`config.mk`:
```
export PLATFORM = sky130hd
export DESIGN_NAME = pdo_parser
export DESIGN_NICKNAME = d
export VERILOG_FILES = /design/src/rtl/pdo_parser_pkg.sv /design/src/rtl/pdo_parser.sv
export SDC_FILE = /design/constraint.sdc
export NUM_CORES = 1
export LEC_CHECK = 0
export ABC_AREA = 1
export CAP_MARGIN = 20
export CORE_ASPECT_RATIO = 0.5
export CORE_MARGIN = 3
export CORE_UTILIZATION = 45
export CTS_CLUSTER_DIAMETER = 30
export DETAILED_ROUTE_END_ITERATION = 7
export DONT_BUFFER_PORTS = 1
export SKIP_CTS_REPAIR_TIMING = 1
export SYNTH_ARGS = -nofsm -noshare
export SYNTH_HDL_FRONTEND = slang
export SYNTH_SLANG_ARGS = --single-unit
export TNS_END_PERCENT = 20
```
`constraint.sdc`:
```
create_clock -name clk -period 1.3 [get_ports clk]
set_clock_uncertainty 0.05 [all_clocks]
set_input_delay 0.39 -clock clk [delete_from_list [all_inputs] [get_ports clk]]
set_output_delay 0.39 -clock clk [all_outputs]
set_load 0.01 [all_outputs]
```
`src/rtl/pdo_parser_pkg.sv`:
```
// Shared types and sizing helpers for the pdo_parser block.
// Holds word/block widths, the clog2 helper and the IDLE/BUSY state enum.
package pdo_parser_pkg;

  localparam int WORD_W = 32;
  localparam int BLK_W  = 128;

  typedef enum logic {
    IDLE = 1'b0,
    BUSY = 1'b1
  } state_e;

  function automatic int clog2(input int v);
    int r;
    r = 0;
    while ((1 << r) < v) r = r + 1;
    return r;
  endfunction

endpackage

```
`src/rtl/pdo_parser.sv`:
```
// Parallel-to-serial output buffer: captures a 128*KD-bit block, emits it
// as 32-bit words MSW first. Optional macro: PDO_PARSER_ZEROIZE_EN.
module pdo_parser
  import pdo_parser_pkg::*;
#(
  parameter  int KD   = 1,
  localparam int NW_W = clog2(4*KD+1)
) (
  input  logic                  clk,
  input  logic                  rst_n,
  input  logic [BLK_W*KD-1:0]   din,
  input  logic [NW_W-1:0]       nwords,
  input  logic                  ld,
  output logic [WORD_W-1:0]     pdo,
  output logic                  pdo_valid,
  input  logic                  pdo_ready,
  output logic                  pdo_last,
  output logic                  busy,
  output logic                  done
);

  localparam int BW = BLK_W * KD;
  localparam logic [NW_W-1:0] NFULL = NW_W'(4 * KD);
  localparam logic [NW_W-1:0] ONE   = NW_W'(1);

  state_e            state_q;
  logic [BW-1:0]     bfr_q;
  logic [BW-1:0]     bfr_d;
  logic [NW_W-1:0]   cnt_q;
  logic [NW_W-1:0]   cnt_d;
  logic              done_q;

  // Out-of-range or zero word counts mean "whole block".
  assign cnt_d = ((nwords == '0) || (nwords > NFULL)) ? NFULL : nwords;

  // Next buffer contents after one word leaves from the top.
  assign bfr_d = {bfr_q[BW-WORD_W-1:0], {WORD_W{1'b0}}};

  // Two-state control, shift register and word counter.
  always_ff @(posedge clk) begin
    if (!rst_n) begin
      state_q <= IDLE;
      bfr_q   <= '0;
      cnt_q   <= '0;
      done_q  <= 1'b0;
    end else begin
      done_q <= 1'b0;
      unique case (state_q)
        IDLE: begin
          if (ld) begin
            bfr_q   <= din;
            cnt_q   <= cnt_d;
            state_q <= BUSY;
          end
        end
        BUSY: begin
          if (pdo_ready) begin
            bfr_q <= bfr_d;
            cnt_q <= cnt_q - ONE;
            if (cnt_q == ONE) begin
              state_q <= IDLE;
              done_q  <= 1'b1;
`ifdef PDO_PARSER_ZEROIZE_EN
              bfr_q   <= '0;
`endif
            end
          end
        end
      endcase
    end
  end

  assign pdo       = bfr_q[BW-1 -: WORD_W];
  assign busy      = (state_q == BUSY);
  assign pdo_valid = busy;
  assign pdo_last  = busy && (cnt_q == ONE);
  assign done      = done_q;

endmodule

```
* Yosys cells after proc, flatten, opt, wreduce, memory -nomap -nowiden
Cells that the tools add are included.
Storage, ports and cells: register bits after elaboration 133, input bits 135, output and inout port bits 36
Cells by class: $add $sub $neg 1, $lt $le $gt $ge 1, equal/unequal tests 3, multiplexer cells 12, bitwise operators 1, reductions and logical operators 5
Operator list (count):
- $mux W128 | 2
- $pmux W128 S2 | 1
- $mux W3 | 3
- $pmux W3 S2 | 1
- $mux W1 | 4
- $ne A2 B2 Y1 const B | 2
- $eq A3 B1 Y1 const B | 1
- $gt A3 B3 Y1 const B | 1
- $logic_not A3 Y1 | 1
- $reduce_and A3 Y1 | 1
- $sub A3 B1 Y3 const B | 1
- $pmux W1 S2 | 1
- $reduce_and A2 Y1 | 1
- $logic_and A1 B1 Y1 | 1
- $logic_or A1 B1 Y1 | 1
- $not A1 Y1 | 1

* Longest topological paths before layout
depth after elaboration 5, mapped depth 9, gate-level depth less buffers 8

* Worst setup path after synthesis
No wires, ideal clock.
path type reg-to-output, start point register state_q (netlist: busy), end point output port pdo_last, data arrival time 1.115 ns, data required time 0.860 ns, setup slack -0.255 ns, stages on the path, launching flop included 6, path buffers 3, cell sequence dfxtp_1 > buf_4 > inv_4 > buf_2 > buf_2 > nor2_1
Between the ends: longest elaborated chain between the ends 1
Ends and longest elaborated chain:
- from (decl) | line pdo_parser.sv:26 | state_e state_q;
- from (signal assigned) | line pdo_parser.sv:42 | state_q <= IDLE;
- from (signal assigned) | line pdo_parser.sv:53 | state_q <= BUSY;
- from (signal assigned) | line pdo_parser.sv:61 | state_q <= IDLE;
- $logic_and A1 B1 Y1 | line pdo_parser.sv:76 | assign pdo_last = busy && (cnt_q == ONE);
- to (decl) | line pdo_parser.sv:17 | output logic pdo_last,
Every way passes these cells.

* Final worst setup path
Ends and elaborated chain as after synthesis.

==> impl_table.tex <==
\begin{tabular}{lr}
\hline
Metric & Value \\
\hline
\multicolumn{2}{l}{\textbf{Clocking}} \\
Root Buffer Master & sky130\_fd\_sc\_hd\_\_clkbuf\_16 \\
Source-to-sink clock delay at the later pin of the worst-skew pair & between 0.4 and 0.5 ns \\
CTS tree & done \\
Clk buf depth & 2 \\
Clock-pin slew on the worst setup and hold paths & $\sim$0.05 ns \\
CTS sink count & approximately 130 \\
Number of buffers inserted during clock tree synthesis & 17 \\
H-tree depth & 4 \\
\multicolumn{2}{l}{\textbf{Worst setup path}} \\
Endpoint of the most critical setup path & pdo\_last \\
Req. time, crit path & around 0.86 ns \\
Worst Path Max Fanout & 6 \\
Reg-to-Reg Start & busy \\
Register-to-register setup slack & -0.22 ns \\
Crit path arrival time & approximately 1.2 ns \\
CP endpoint kind & primary output \\
Worst-path cell chain & clkinv\_8 -> buf\_16 -> nor2\_4 \\
RR Endpoint & bfr\_q[41] \\
Cell at the slowest stage of the critical path & sky130\_fd\_sc\_hd\_\_dfxtp\_4 \\
Startpoint kind of the worst setup timing path & flip-flop \\
FF-to-FF path depth & 9 \\
Category of the most critical setup path & reg2out \\
Crit-path max cell delay & between 0.4 and 0.5 ns \\
Critical Path Start & busy \\
\multicolumn{2}{l}{\textbf{Final layout}} \\
Highest-count cells in the layout ignoring fill and taps & 318 x sky130\_fd\_sc\_hd\_\_nand2\_1, 159 x sky130\_fd\_sc\_hd\_\_nor2\_1, 131 x sky130\_fd\_sc\_hd\_\_dfxtp\_1 \\
Antenna diode instance count & 0 \\
Final core area utilization & about 59\% \\
Leading cell type in the layout, fill and taps excluded & sky130\_fd\_sc\_hd\_\_nand2\_1 \\
Final Net Count & 1135 \\
Fillers & $\sim$1300 \\
Share of final-layout standard cells stronger than drive strength 1 & between 15 and 20\% \\
Area of the multi-input gates & between 0.003 and 0.004 sq mm \\
Synthesis-to-finish area growth & 23.8\% \\
Area taken by flip-flops and latches & 0.00267 sq mm \\
\multicolumn{2}{l}{\textbf{Run}} \\
Maximum Capacitance Violations & 0 \\
\multicolumn{2}{l}{\textbf{Floorplan}} \\
Ports & around 170 \\
Initial Utilization & 47.3\% \\
Core region area & approximately 0.014 sq mm \\
Placement Rows & 30 \\
Area enclosed by the die boundary & between 0.015 and 0.02 sq mm \\
Die width & $\sim$180 um \\
Vertical die dimension & between 90 and 100 um \\
\multicolumn{2}{l}{\textbf{Yosys}} \\
Count of different cell masters after synthesis & 21 \\
Leading area contributor after synthesis & sky130\_fd\_sc\_hd\_\_dfxtp\_1 \\
Yosys Warn Count & 0 \\
Mean area per synthesized cell & about 6.5 sq um \\
Seq/Total Area, Yosys & between 40\% and 50\% \\
Post-Synthesis Net Count & between 1000 and 1500 \\
Leading cell types by total area after synthesis & sky130\_fd\_sc\_hd\_\_dfxtp\_1 40\%, sky130\_fd\_sc\_hd\_\_nand2\_1 19\%, sky130\_fd\_sc\_hd\_\_nor2\_1 11\% \\
Gate count of the mapped netlist & between 1000 and 1500 \\
Synth top area share & $\sim$40\% \\
Post-synthesis instance area & about 0.0066 sq mm \\
Synth Register Bits & approximately 130 \\
\multicolumn{2}{l}{\textbf{STA}} \\
Worst slew slack as a fraction of its limit & 79.0\% \\
Final critical-path setup slack & -0.329 ns \\
Final count of negative-setup-slack endpoints & 114 \\
Setup TNS & -14.15 ns \\
Final hold violations & 0 \\
Portion of the clock cycle consumed by the worst path in the final layout & 125\% \\
Highest clock rate & 614 MHz \\
Unrepaired setup endpoints after global routing & true \\
Max-slew violation count & 0 \\
Slew @ Worst Pin & between 0.3 and 0.4 ns \\
Final critical path time including I/O delays and setup & about 1.6 ns \\
\multicolumn{2}{l}{\textbf{Place}} \\
Final weighted congestion in routability-driven placement & a little over 0.8 \\
HPWL reported at the end of detailed placement & 11500 um \\
Number of I/O port buffers & 0 \\
Post-place setup slack & -0.0554 ns \\
\multicolumn{2}{l}{\textbf{Global routing}} \\
Number of antenna violations at the first check in global routing & 0 \\
Pin count of the biggest net entering global routing & 102 \\
Total global routing overflow & 0 \\
Global-route wire length before repair & $\sim$28000 um \\
Total Routing Usage GR & 21.5\% \\
Via count of the first global-routing pass & 5476 \\
\multicolumn{2}{l}{\textbf{Power}} \\
Power after layout & between 10 and 15 mW \\
Power density cells & 1510 mW/mm\^{}2 \\
Worst vdd ir & 953 uV \\
Leakage power total & 3.77 nW \\
\multicolumn{2}{l}{\textbf{Route}} \\
Detailed-route DRC error count & 0 \\
Detail-routed net length per standard cell & roughly 18 um \\
Via/cell ratio & $\sim$5.2 \\
Pre-Repair DR Iteration Count & 5 \\
Final wirelength & 22100 um \\
ANT nets after route & 0 \\
Number of DRC violations after detailed-routing iteration 0 & between 500 and 600 \\
Via count & between 6000 and 7000 \\
\multicolumn{2}{l}{\textbf{Run status}} \\
Violations in the final reports & setup timing \\
Result of the run & finished with violations \\
\multicolumn{2}{l}{\textbf{Worst hold path}} \\
Hold WC Path Type & in2reg \\
\hline
\end{tabular}
state kept, by name, indices dropped and copies added, names as in the netlist:
name / cells
busy: 1
cnt_q: 3
bfr_q: 128
done: 1
synthesized netlist by cell type (all sizes together):
master and instances:
nand2 335, nor2 199, dfxtp 133, buf 89
nand3 71, o21ai 65, inv 44, a21oi 33
nand3b 32, clkbuf 18, ha 3, nor3 1
or2 1
how the worst min path moves through the flow:
stage,to,startpoint,cells past startpoint
after detailed placement,bfr_q[3],bfr_q[3],2
after global placement,bfr_q[3],bfr_q[3],2
after CTS,busy,pdo_ready,1
after global routing,busy,pdo_ready,1
final,busy,pdo_ready,1
after floorplan,bfr_q[22],bfr_q[22],2
logic make-up after synthesis:
kind of cell	count (synthesis)	share of synthesized area (%)
compound gates	98	7.42
fa+ha+maj	3	0.568
flops	133	40.3
buf+inv	151	12.0
simple gates	639	39.7
report_power, final:
part	total (mW)	internal, mW	leakage [nW]	switching (mW)
registers	4.68	4.44	1.10	0.236
clock network	5.35	3.46	0.313	1.89
logic	2.29	0.982	2.35	1.31
total	12.3	8.88	3.77	3.44
critical path, delay by kind of cell (launching register included):
family	cells	cell delay [ns]
flops	1	0.41
buf+inv	2	0.23
simple gates	1	0.14
stage by stage:
| stage | area, sq um | cells | hold slack (ns) |
|---|---|---|---|
| floorplan | 6640 | 1024 | 0.407 |
| global placement | 6510 | 1131 | 0.418 |
| detailed placement | 6510 | 1131 | 0.423 |
| CTS | 7160 | 1162 | 0.0222 |
| global route | 8180 | 1201 | 0.0267 |
| finish | 8180 | 1201 | 0.0446 |
metal layers:
layer	GRT usage, %	routed length [um]	part of all wire [%]	vias up
li1	-	-	-	3119
met1	30.9	10600	48	2953
met2	32.0	9440	43	223
met3	5.79	1960	8.9	9
met4	5.09	104	0.47	0
met5	0	0	0	-
final cells by class:
cell class | count | share of cell area, %
multi-input cells | 740 | 42.1
clock inverters | 12 | 2.48
flip-flops and latches | 133 | 32.6
repair buffers | 61 | 12.3
clock buffers | 19 | 5.41
inverters | 44 | 2.20
well taps | 192 | 2.94
Note: power is estimated with default switching activity, not from simulation.
